--- src/rtl/get_length_param.sv ---
// Bit-length finder for RSA operands: returns MSB position + 1, or 0 for a zero operand.
// Latency: mode 0 = N+1 edges from the accepting edge; mode 1 = j+2 edges (first nonzero chunk j), N+1 if zero.
// Backpressure: none; md_start is ignored while busy (not queued); outputs are held until the next result.
// Optional build macro GET_LENGTH_POPCOUNT_EN: adds ones_out (popcount) and forces a full scan in both modes.
module get_length_param #(
  parameter int  WIDTH = 64,
  parameter int  STEP  = 1,
  localparam int N     = WIDTH / STEP,
  localparam int LW    = $clog2(WIDTH + 1)
) (
  input  logic             clk,
  input  logic             rstn,
  input  logic             md_start,
  input  logic             mode,
  input  logic [WIDTH-1:0] num_in,
  output logic [LW-1:0]    len_out,
  output logic             zero_out,
  output logic             busy,
  output logic             md_end
`ifdef GET_LENGTH_POPCOUNT_EN
  ,
  output logic [LW-1:0]    ones_out
`endif
);

  localparam int KW = (N > 1) ? $clog2(N) : 1;

  typedef enum logic [1:0] {IDLE, SCAN, DONE} state_t;

  state_t           state, state_n;
  logic [WIDTH-1:0] op_q;
  logic             mode_q;
  logic [KW-1:0]    k;
  logic [LW-1:0]    len_w, len_n;
  logic [LW-1:0]    base, lo, msb, cand;
  logic [WIDTH-1:0] shifted;
  logic [STEP-1:0]  chunk;
  logic             nz, last;
`ifdef GET_LENGTH_POPCOUNT_EN
  logic [LW-1:0]    ones_w, ones_n, ones_c;
`endif

  // Chunk selection and per-chunk length candidate (shared by both scan directions).
  always_comb begin
    base    = LW'(k) * LW'(STEP);
    // Mode 1 walks from the top: chunk j starts at bit WIDTH-STEP-j*STEP.
    lo      = mode_q ? (LW'(WIDTH - STEP) - base) : base;
    shifted = op_q >> lo;
    chunk   = shifted[STEP-1:0];
    nz      = |chunk;
    msb     = '0;
    for (int i = 0; i < STEP; i++) begin
      if (chunk[i]) msb = LW'(i);
    end
    cand    = lo + msb + LW'(1);
    last    = (k == KW'(N - 1));
`ifdef GET_LENGTH_POPCOUNT_EN
    ones_c  = '0;
    for (int i = 0; i < STEP; i++) begin
      ones_c = ones_c + LW'(chunk[i]);
    end
`endif
  end

  // Next-state and next working values.
  always_comb begin
    state_n = state;
    len_n   = len_w;
`ifdef GET_LENGTH_POPCOUNT_EN
    ones_n  = ones_w;
`endif
    case (state)
      IDLE: begin
        if (md_start) state_n = SCAN;
      end
      SCAN: begin
`ifdef GET_LENGTH_POPCOUNT_EN
        // Full scan always; in mode 1 only the first nonzero chunk sets the length.
        if (nz && (!mode_q || len_w == '0)) len_n = cand;
        ones_n = ones_w + ones_c;
        if (last) state_n = DONE;
`else
        // Mode 0: later chunks override. Mode 1: first hit is final and exits.
        if (nz) len_n = cand;
        if (last || (nz && mode_q)) state_n = DONE;
`endif
      end
      DONE: begin
        state_n = IDLE;
      end
      default: state_n = IDLE;
    endcase
  end

  // State register plus registered outputs derived from the next state.
  always_ff @(posedge clk) begin
    if (!rstn) begin
      state    <= IDLE;
      busy     <= 1'b0;
      md_end   <= 1'b0;
      len_out  <= '0;
      zero_out <= 1'b0;
`ifdef GET_LENGTH_POPCOUNT_EN
      ones_out <= '0;
`endif
    end else begin
      state  <= state_n;
      busy   <= (state_n != IDLE);
      md_end <= (state_n == DONE);
      if (state == SCAN && state_n == DONE) begin
        len_out  <= len_n;
        zero_out <= (len_n == '0);
`ifdef GET_LENGTH_POPCOUNT_EN
        ones_out <= ones_n;
`endif
      end
    end
  end

  // Operand capture on the accepting edge and working registers during the scan.
  always_ff @(posedge clk) begin
    if (!rstn) begin
      op_q   <= '0;
      mode_q <= 1'b0;
      k      <= '0;
      len_w  <= '0;
`ifdef GET_LENGTH_POPCOUNT_EN
      ones_w <= '0;
`endif
    end else if (state == IDLE && md_start) begin
      op_q   <= num_in;
      mode_q <= mode;
      k      <= '0;
      len_w  <= '0;
`ifdef GET_LENGTH_POPCOUNT_EN
      ones_w <= '0;
`endif
    end else if (state == SCAN) begin
      k      <= k + KW'(1);
      len_w  <= len_n;
`ifdef GET_LENGTH_POPCOUNT_EN
      ones_w <= ones_n;
`endif
    end
  end

endmodule

--- config.mk ---
export PLATFORM = sky130hd
export DESIGN_NAME = get_length_param
export DESIGN_NICKNAME = d
export VERILOG_FILES = /design/src/rtl/get_length_param.sv
export SDC_FILE = /design/constraint.sdc
export NUM_CORES = 1
export LEC_CHECK = 0
export ABC_CLOCK_PERIOD_IN_PS = 2400
export CORE_MARGIN = 2
export CORE_UTILIZATION = 49
export CTS_CLUSTER_DIAMETER = 100
export DETAILED_ROUTE_END_ITERATION = 10
export GPL_ROUTABILITY_DRIVEN = 0
export PLACE_DENSITY_LB_ADDON = 0.08
export SLEW_MARGIN = 20
export SYNTH_ARGS = -nofsm -noshare
export SYNTH_HDL_FRONTEND = slang
export SYNTH_SLANG_ARGS = --single-unit
--- constraint.sdc ---
create_clock -name clk -period 2.4 [get_ports clk]
set_input_delay 0.72 -clock clk [delete_from_list [all_inputs] [get_ports clk]]
set_output_delay 0.72 -clock clk [all_outputs]
set_load 0.02 [all_outputs]
# Yosys cells after proc, flatten, opt, wreduce, memory -nomap -nowiden
# Cells that the tools add are included.
op_classes:
  addsub: 3
  eq_ne: 3
  shifts: 1
  muxes: 6
  n_bitwise: 1
  reduce_logical: 8
ops:
  columns: ["op", "n"]
  rows:
  - ["$shr 64x7->1", 1]
  - ["$mux 7", 3]
  - ["$add 7x1->7 const B", 1]
  - ["$logic_not 7->1", 1]
  - ["$sub 6x6->7 const A", 1]
  - ["$add 6x1->6 const B", 1]
  - ["$eq 6x6->1 const B", 1]
  - ["$mux 2", 2]
  - ["$pmux 2 s2", 1]
  - ["$logic_and 1x1->1", 3]
  - ["$eq 2x1->1 const B", 1]
  - ["$eq 2x2->1 const B", 1]
  - ["$logic_not 2->1", 1]
  - ["$reduce_bool 2->1", 1]
  - ["$reduce_or 2->1", 1]
  - ["$logic_or 1x1->1", 1]
  - ["$not 1->1", 1]
totals:
  register_bits: 90
  in_bits: 68
  output_inout_bits: 10
  word_cells: 31

# Longest topological paths before layout
# Gate-level depths: netlist (run 1).
depth:
  word_depth: 9
  mapped_depth: 13
  depth_no_buf: 9

# Worst setup path after synthesis (run 1)
# Ideal clock, no wire load.
synth_path:
  path_kind: "register to register"
  from: "reg k[0]"
  to: "reg len_out[2]"
  setup_ps: 124
  arrival_time_ps: 2243
  required_time_ps: 2276
  slack_ps: 33
  stages_incl_launch_ff: 11
  n_path_buf: 1
  synth_period_minus_slack_ps: 2367
  cell_sequence: "dfxtp_1 -> buf_6 -> or3b_1 -> a22oi_2 -> a2111oi_2 -> nor3_1 -> a21oi_1 -> a41o_2 -> nor3_4 -> mux2i_1 -> o22ai_1"
synth_via:
  elab_chain_cells: 9
  word_cells_on_any_way: 13
  classes_between: "add/sub (2); eq/ne (2); shift (1); mux (5); reduce/logical (3)"
synth_lines:
  columns: ["element", "line", "rtl"]
  rows:
  - ["start, declared", "33", "logic [KW-1:0] k;"]
  - ["start signal, assigned", "139", "k <= k + KW'(1);"]
  - ["$sub 6x6->7", "47", "lo = mode_q ? (LW'(WIDTH - STEP) - base) : base;"]
  - ["$mux 7", "47", null]
  - ["$shr 64x7->1", "48", "shifted = op_q >> lo;"]
  - ["$logic_and 1x1->1", "85", "if (last || (nz && mode_q)) state_n = DONE;"]
  - ["$logic_or 1x1->1", "85", null]
  - ["$mux 2", "85", null]
  - ["$pmux 2 s2", "72", "case (state)"]
  - ["$eq 2x2->1", "110", "if (state == SCAN && state_n == DONE) begin"]
  - ["$logic_and 1x1->1", "110", null]
  - ["end signal, assigned", "111", "len_out <= len_n;"]
  - ["end, declared", "16", "output logic [LW-1:0] len_out,"]
# Several ways; a longest one is shown, not always the timed one.
# A chain may end at the register's enable or synchronous reset.

# Final worst setup path (run 1)
layout_path:
  from: "reg k[0]"
  to: "reg len_out[6]"
# Same word-level chain as after synthesis.

==> results of run 1 <==
[synth_stat cells (6+ instances only)]
library cell,instances
nand2_1,151
dfxtp_1,90
a21boi_0,65
a21oi_1,40
nor2_1,27
clkbuf_1,25
mux2i_1,25
o22ai_1,21
a22oi_1,10
o21ai_0,9
a22o_1,7
nor3_1,7
buf_1,6
buf_2,6
inv_1,6
nand3_1,6
[report_power, final]
group	internal [µW]	leakage [µW]	switching, µW
Combinational	359	0.00163	332
Clock	416	0.0000941	581
Sequential	1570	0.000738	66.7
Total	2340	0.00246	980
[timing repair]
item / 4_1_cts / 5_1_grt
gates cloned: 1 / 0
gates resized for setup: 51 / 23
endpoints found under the setup margin: 18 / 18
pin swaps: 24 / 16
buffers inserted: 2 / 4
[through the flow]
step            util  worst slack, ps  cells
2_1_floorplan      -             33.1    606
4_1_cts        0.677             -116    857
3_3_place_gp   0.632             -231    842
3_5_place_dp   0.632             -316    842
5_1_grt        0.688             -291    860
6_report       0.688             -196    860
[sequential cells by signal, summed over array words and instances, names as in the netlist, 2 cells and up]
signal,cells
k,6
state,2
len_w,7
len_out,7
op_q,64
[path summary, 6_finish.rpt]
| check | start | to | slack [ps] | cells after the start |
|---|---|---|---|---|
| max | k[0]$_SDFFE_PP0P_ | len_out[6]$_SDFFE_PN0P_ | -200 | 11 |
| min | op_q[43]$_SDFFE_PN0P_ | op_q[43]$_SDFFE_PN0P_ | 480 | 2 |
| max reg2reg | k[0]$_SDFFE_PP0P_ | len_out[6]$_SDFFE_PN0P_ | -200 | 11 |
| min reg2reg | op_q[43]$_SDFFE_PN0P_ | op_q[43]$_SDFFE_PN0P_ | 480 | 2 |
[critical path: stages, from the launching register on]
cell and delay (ps):
dfxtp_4 390, buf_8 150, and3_4 170, or2_4 280, a221oi_4 390, nor3_4 80
a2111oi_4 210, a41o_2 240, nor3_4 70, buf_12 170, o21ba_4 200, a21oi_1 160
[logic make-up (layout without fill, tap and decap cells)]
group | Yosys count | in the layout | share of synthesized area
fa+ha+maj | 1 | 1 | 0.00254
buf+inv | 56 | 177 | 0.0696
flops | 90 | 90 | 0.366
simple gates | 236 | 236 | 0.218
mux | 27 | 27 | 0.0554
compound gates | 186 | 186 | 0.270
xor+xnor | 10 | 10 | 0.0178
[cell usage in the layout (no fill, tap or decap), types with 5 or more instances in the layout]
master           synthesis  layout
o22ai_1                 21      20
dfxtp_1                 90      86
a21oi_1                 40      35
a22o_1                   7       7
nand2b_1                 5       5
nand3_1                  6       6
xnor2_1                  5       5
nor2_1                  27      24
o21ai_0                  9       8
a22oi_1                 10      10
clkbuf_8                 0      10
nand2_1                151     150
buf_6                    5       5
a21oi_2                  0       5
mux2i_4                  0       8
a21boi_0                65      65
xor2_1                   5       5
buf_12                   4       6
mux2i_1                 25      17
buf_4                    3      65
clkdlybuf4s50_1          0      76
[metal layers]
metal  share of wire  up-vias  track usage  wire (µm)
met2            0.49      176        0.432       6510
li1                -     2368            -          -
met4           0.018        0       0.0743        243
met5               0        -            0          0
met1            0.44     2252        0.328       5870
met3           0.057       27       0.0445        765
[area by class of cell]
type                            count  area, µm²
Clock buffer                       10        138
Clock inverter                      5       43.8
Fill cell                         834       3050
Inverter                            6       22.5
Multi-Input combinational cell    460       3080
Sequential cell                    90       1810
Tap cell                          133        166
Timing Repair Buffer              156       1470
==> results.ini, run 1 <==
[cts]
clkLatencyLatePin_ps=370
cts-root-buf=clkbuf_8
cts_sinks=90
cts_max_level=3
cts_tree=done
postCtsHoldBufs=0
numCtsBuffers=9
cts_max_path_buffers=2
path_clk_slew_ps=90

[timing]
final.setup_skew_ps=16.0
min_period_ps=2600
setup_tns_ps=-2350
finalSetupViolCount=15
worst_slew_pin_slew_ps=527
rsz0062_at_grt=true
worst_slack_ps=-196
hold_ws_ps=477
clock.fmax_ghz=0.385
hold_violations=0
fin_crit_sh=1.08
drv_slew=0
relSlewSlack=0.648

[placed_design]
io_buffers=77
post_dp_cell_area_mm2=0.00617
dp_hpwl_mm=9.67

[setup_path]
required_ps=2700
path_class=flip-flop to flip-flop
startpoint_type=flip-flop
crit_path_end_kind=flip-flop
arrival_ps=2890
path_max_fanout=11

[synthesis]
syn_avg_cell_area_um2=8.12
synth_flop_cell=dfxtp_1
ys_seq_area_frac=0.366
syn_area_mm2=0.00492
yosysWarnings=0
synthArstFlopShare=0
yosysTopAreaCellShare=0.366
syn_inst=606
syn-num-nets=675
synth-seq-cells=90
synthTopCellsByArea=dfxtp_1 (37%), nand2_1 (12%), a21boi_0 (9.9%), mux2i_1 (5.1%), a21oi_1 (4.1%)
yosysUniqueCellTypes=69
synth_edf_count=0
yosys.area.top_type=dfxtp_1

[die]
dieArea_mm2=0.0109
die_w_um=104
chipHeight_um=104
core-area_mm2=0.00977
ioPinCount=78
start_util=0.504
num_rows=36

[run_status]
violations=setup timing
status=complete, but fails checks

[run]
drv_cap=0

[worst_hold_path]
holdCritPathClass=flip-flop to flip-flop

[power_and_ir_drop]
finalPower_uw=3320
ir_drop_v=0.000354
p_per_area_mw_per_mm2=494
power_leakage_uw=0.00246

[finish]
nets=792
num_antenna_cells=0
drive_gt1_frac=0.212
area_growth_pct=36.7
post-route-cell-area_mm2=0.00673

[detailed_routing]
vias=4823
drc=0
ant_nets=0
wirelength_mm=13.4
first_pass_iters=5
wl_per_cell_um=15.6
drt_iter0_markers=262
via_per_inst=5.61

[global_routing]
gr-usage-all-layers=0.253
grt_antenna_before_repair=0
grt_pass1_wl_mm=22.3
grt_pass1_vias=4680
grt_max_degree=66
grt_overflow=0

Note: power is estimated with default switching activity, not from simulation.
==> inputs of run 2 (changes only) <==
- ABC_CLOCK_PERIOD_IN_PS: 2400 -> 3200
- CORE_UTILIZATION: 49 -> 40
- clock period: 2.4 -> 3.2 ns (I/O delays scaled with it)
==> run 2 against run 1 <==
Net effect:
- combinational power down 38%
- flip-flop and latch count is the same
- critical endpoint is now len_out[5]$_SDFFE_PN0P_
- non-clock buffer count fell by 46
- clock skew fell by 9.5 ps
- maximum frequency fell by 13%
- via count fell by 7.0%
- setup slack gained 410 ps
- the run now ends clean
- utilization fell by 17 points
==> results.ini, run 2 (synthesized netlist as in run 1, its figures left out) <==
[detailed_routing]
ant_nets=0
wl_per_cell_um=15.3
via_per_inst=5.41
drt_iter0_markers=311
wirelength_mm=12.6
first_pass_iters=5
drc=0
vias=4485

[power_and_ir_drop]
p_per_area_mw_per_mm2=454
power_leakage_uw=0.00223
ir_drop_v=0.000304

[global_routing]
grt_overflow=0
gr-usage-all-layers=0.196
grt_max_degree=66
grt_antenna_before_repair=0
grt_pass1_vias=4201
grt_pass1_wl_mm=20.9

[run]
drv_cap=0

[setup_path]
startpoint_type=flip-flop
arrival_ps=3190
crit_family=simple AND/OR/NAND/NOR gates
cpMostUsedCell=mux2i_1
cp_cell_sequence=buf_12 -> or2_1 -> mux2i_1 -> a22o_1 -> a2111oi_1 -> o32ai_2 -> nand4_2 -> buf_4 -> nor3_4 -> mux2i_1 -> a21oi_1
r2r_slack_ps=210
slowest_stage=nor3_4
path_max_fanout=30
critPathBufInv=2
cpPeakStageDelay_ps=390
path_class=flip-flop to flip-flop
required_ps=3400
crit_path_end_kind=flip-flop

[placed_design]
pre_cts_slack_ps=4.72
post_dp_cell_area_mm2=0.00584
io_buffers=77
dp_hpwl_mm=9.22

[cts]
cts-root-buf=clkbuf_16
cts_sinks=90
path_clk_slew_ps=70
clkLatencyLatePin_ps=340
numCtsBuffers=9
cts_max_level=3
cts_tree=done
cts_max_path_buffers=2
postCtsHoldBufs=0

[timing]
rsz0062_at_grt=false
hold_violations=0
clock.fmax_ghz=0.335
worst_slew_pin_slew_ps=674
final.setup_skew_ps=6.58
finalSetupViolCount=0
setup_tns_ps=0
relSlewSlack=0.551
drv_slew=0
worst_slack_ps=211
fin_crit_sh=0.934
min_period_ps=2990

[die]
core-area_mm2=0.0120
chipHeight_um=115
start_util=0.410
die_w_um=115
dieArea_mm2=0.0132
ioPinCount=78
num_rows=40

[finish]
nFillCells=1199
final_cell_mix=nand2_1 (151), dfxtp_1 (89), clkdlybuf4s50_1 (76)
area_growth_pct=25.6
drive_gt1_frac=0.106
top_register=op_q
final_core_util=0.515
largest_registers=op_q (64), len_out (7), len_w (7)
seq_area_mm2=0.00180
multi_input_area_mm2=0.00280
final_common_cell=nand2_1
post-route-cell-area_mm2=0.00618
num_antenna_cells=0
largest_register_ffs=64
nets=746

[worst_hold_path]
holdCritPathClass=flip-flop to flip-flop

[run_status]
status=finished clean

-- run 2: cell types whose count changed in the layout (fill, tap and decap cells not counted), moves of 3 or more --
cell	previous run	this run
mux2i_1	17	25
clkbuf_8	10	0
clkbuf_16	0	9
a2111oi_4	3	0
mux2i_4	8	0
nor3_1	4	7
or2_4	3	0
a21oi_1	35	40
buf_6	5	0
buf_4	65	30
a21oi_2	5	0
dfxtp_1	86	89
buf_12	6	3
-- run 2: final cells by class --
class	count	area share
clock buffers	9	0.0364
clock inverters	7	0.0160
inverters	6	0.00364
multi-input cells	460	0.452
flip-flops and latches	90	0.292
well taps	147	0.0298
repair buffers	110	0.170
-- run 2: per-layer routing --
layer / up-vias / global-route usage / wire (µm)
met4: 0 / 0.0450 / 103
met2: 112 / 0.328 / 6050
met1: 2085 / 0.266 / 5930
met3: 11 / 0.0332 / 565
li1: 2277 / - / -
met5: - / 0 / 0
-- run 2: through the flow --
step                hold slack [ps]  cells  total power, µW
floorplan                       440    606             1510
global placement                454    813             1670
finish                          469    829             2810
detailed placement              467    813             1680
global route                    496    829             2930
CTS                             476    829             2840
-- run 2: worst register-to-register path, cell delays in order, from the launching register on --
cell and delay [ps]:
dfxtp_1 360, buf_12 190, or2_1 290, mux2i_1 220, a22o_1 190, a2111oi_1 70
o32ai_2 300, nand4_2 180, buf_4 180, nor3_4 390, mux2i_1 360, a21oi_1 110
-- run 2: repair_timing --
action                     in CTS  in global routing
buffers inserted                0                  0
resized for setup               1                  1
setup endpoints to repair       1                 10
-- run 2: final timing paths --
check,cells past startpoint,end,from
setup / recovery,11,len_out[5]$_SDFFE_PN0P_,k[0]$_SDFFE_PP0P_
hold / removal,2,op_q[52]$_SDFFE_PN0P_,op_q[52]$_SDFFE_PN0P_
setup reg to reg,11,len_out[5]$_SDFFE_PN0P_,k[0]$_SDFFE_PP0P_
hold reg to reg,2,op_q[52]$_SDFFE_PN0P_,op_q[52]$_SDFFE_PN0P_
-- run 2: power breakdown --
| part | switching (µW) | internal [µW] |
|---|---|---|
| sequential | 48.5 | 1180 |
| combinational | 215 | 214 |
| clock | 462 | 692 |
| total | 726 | 2080 |
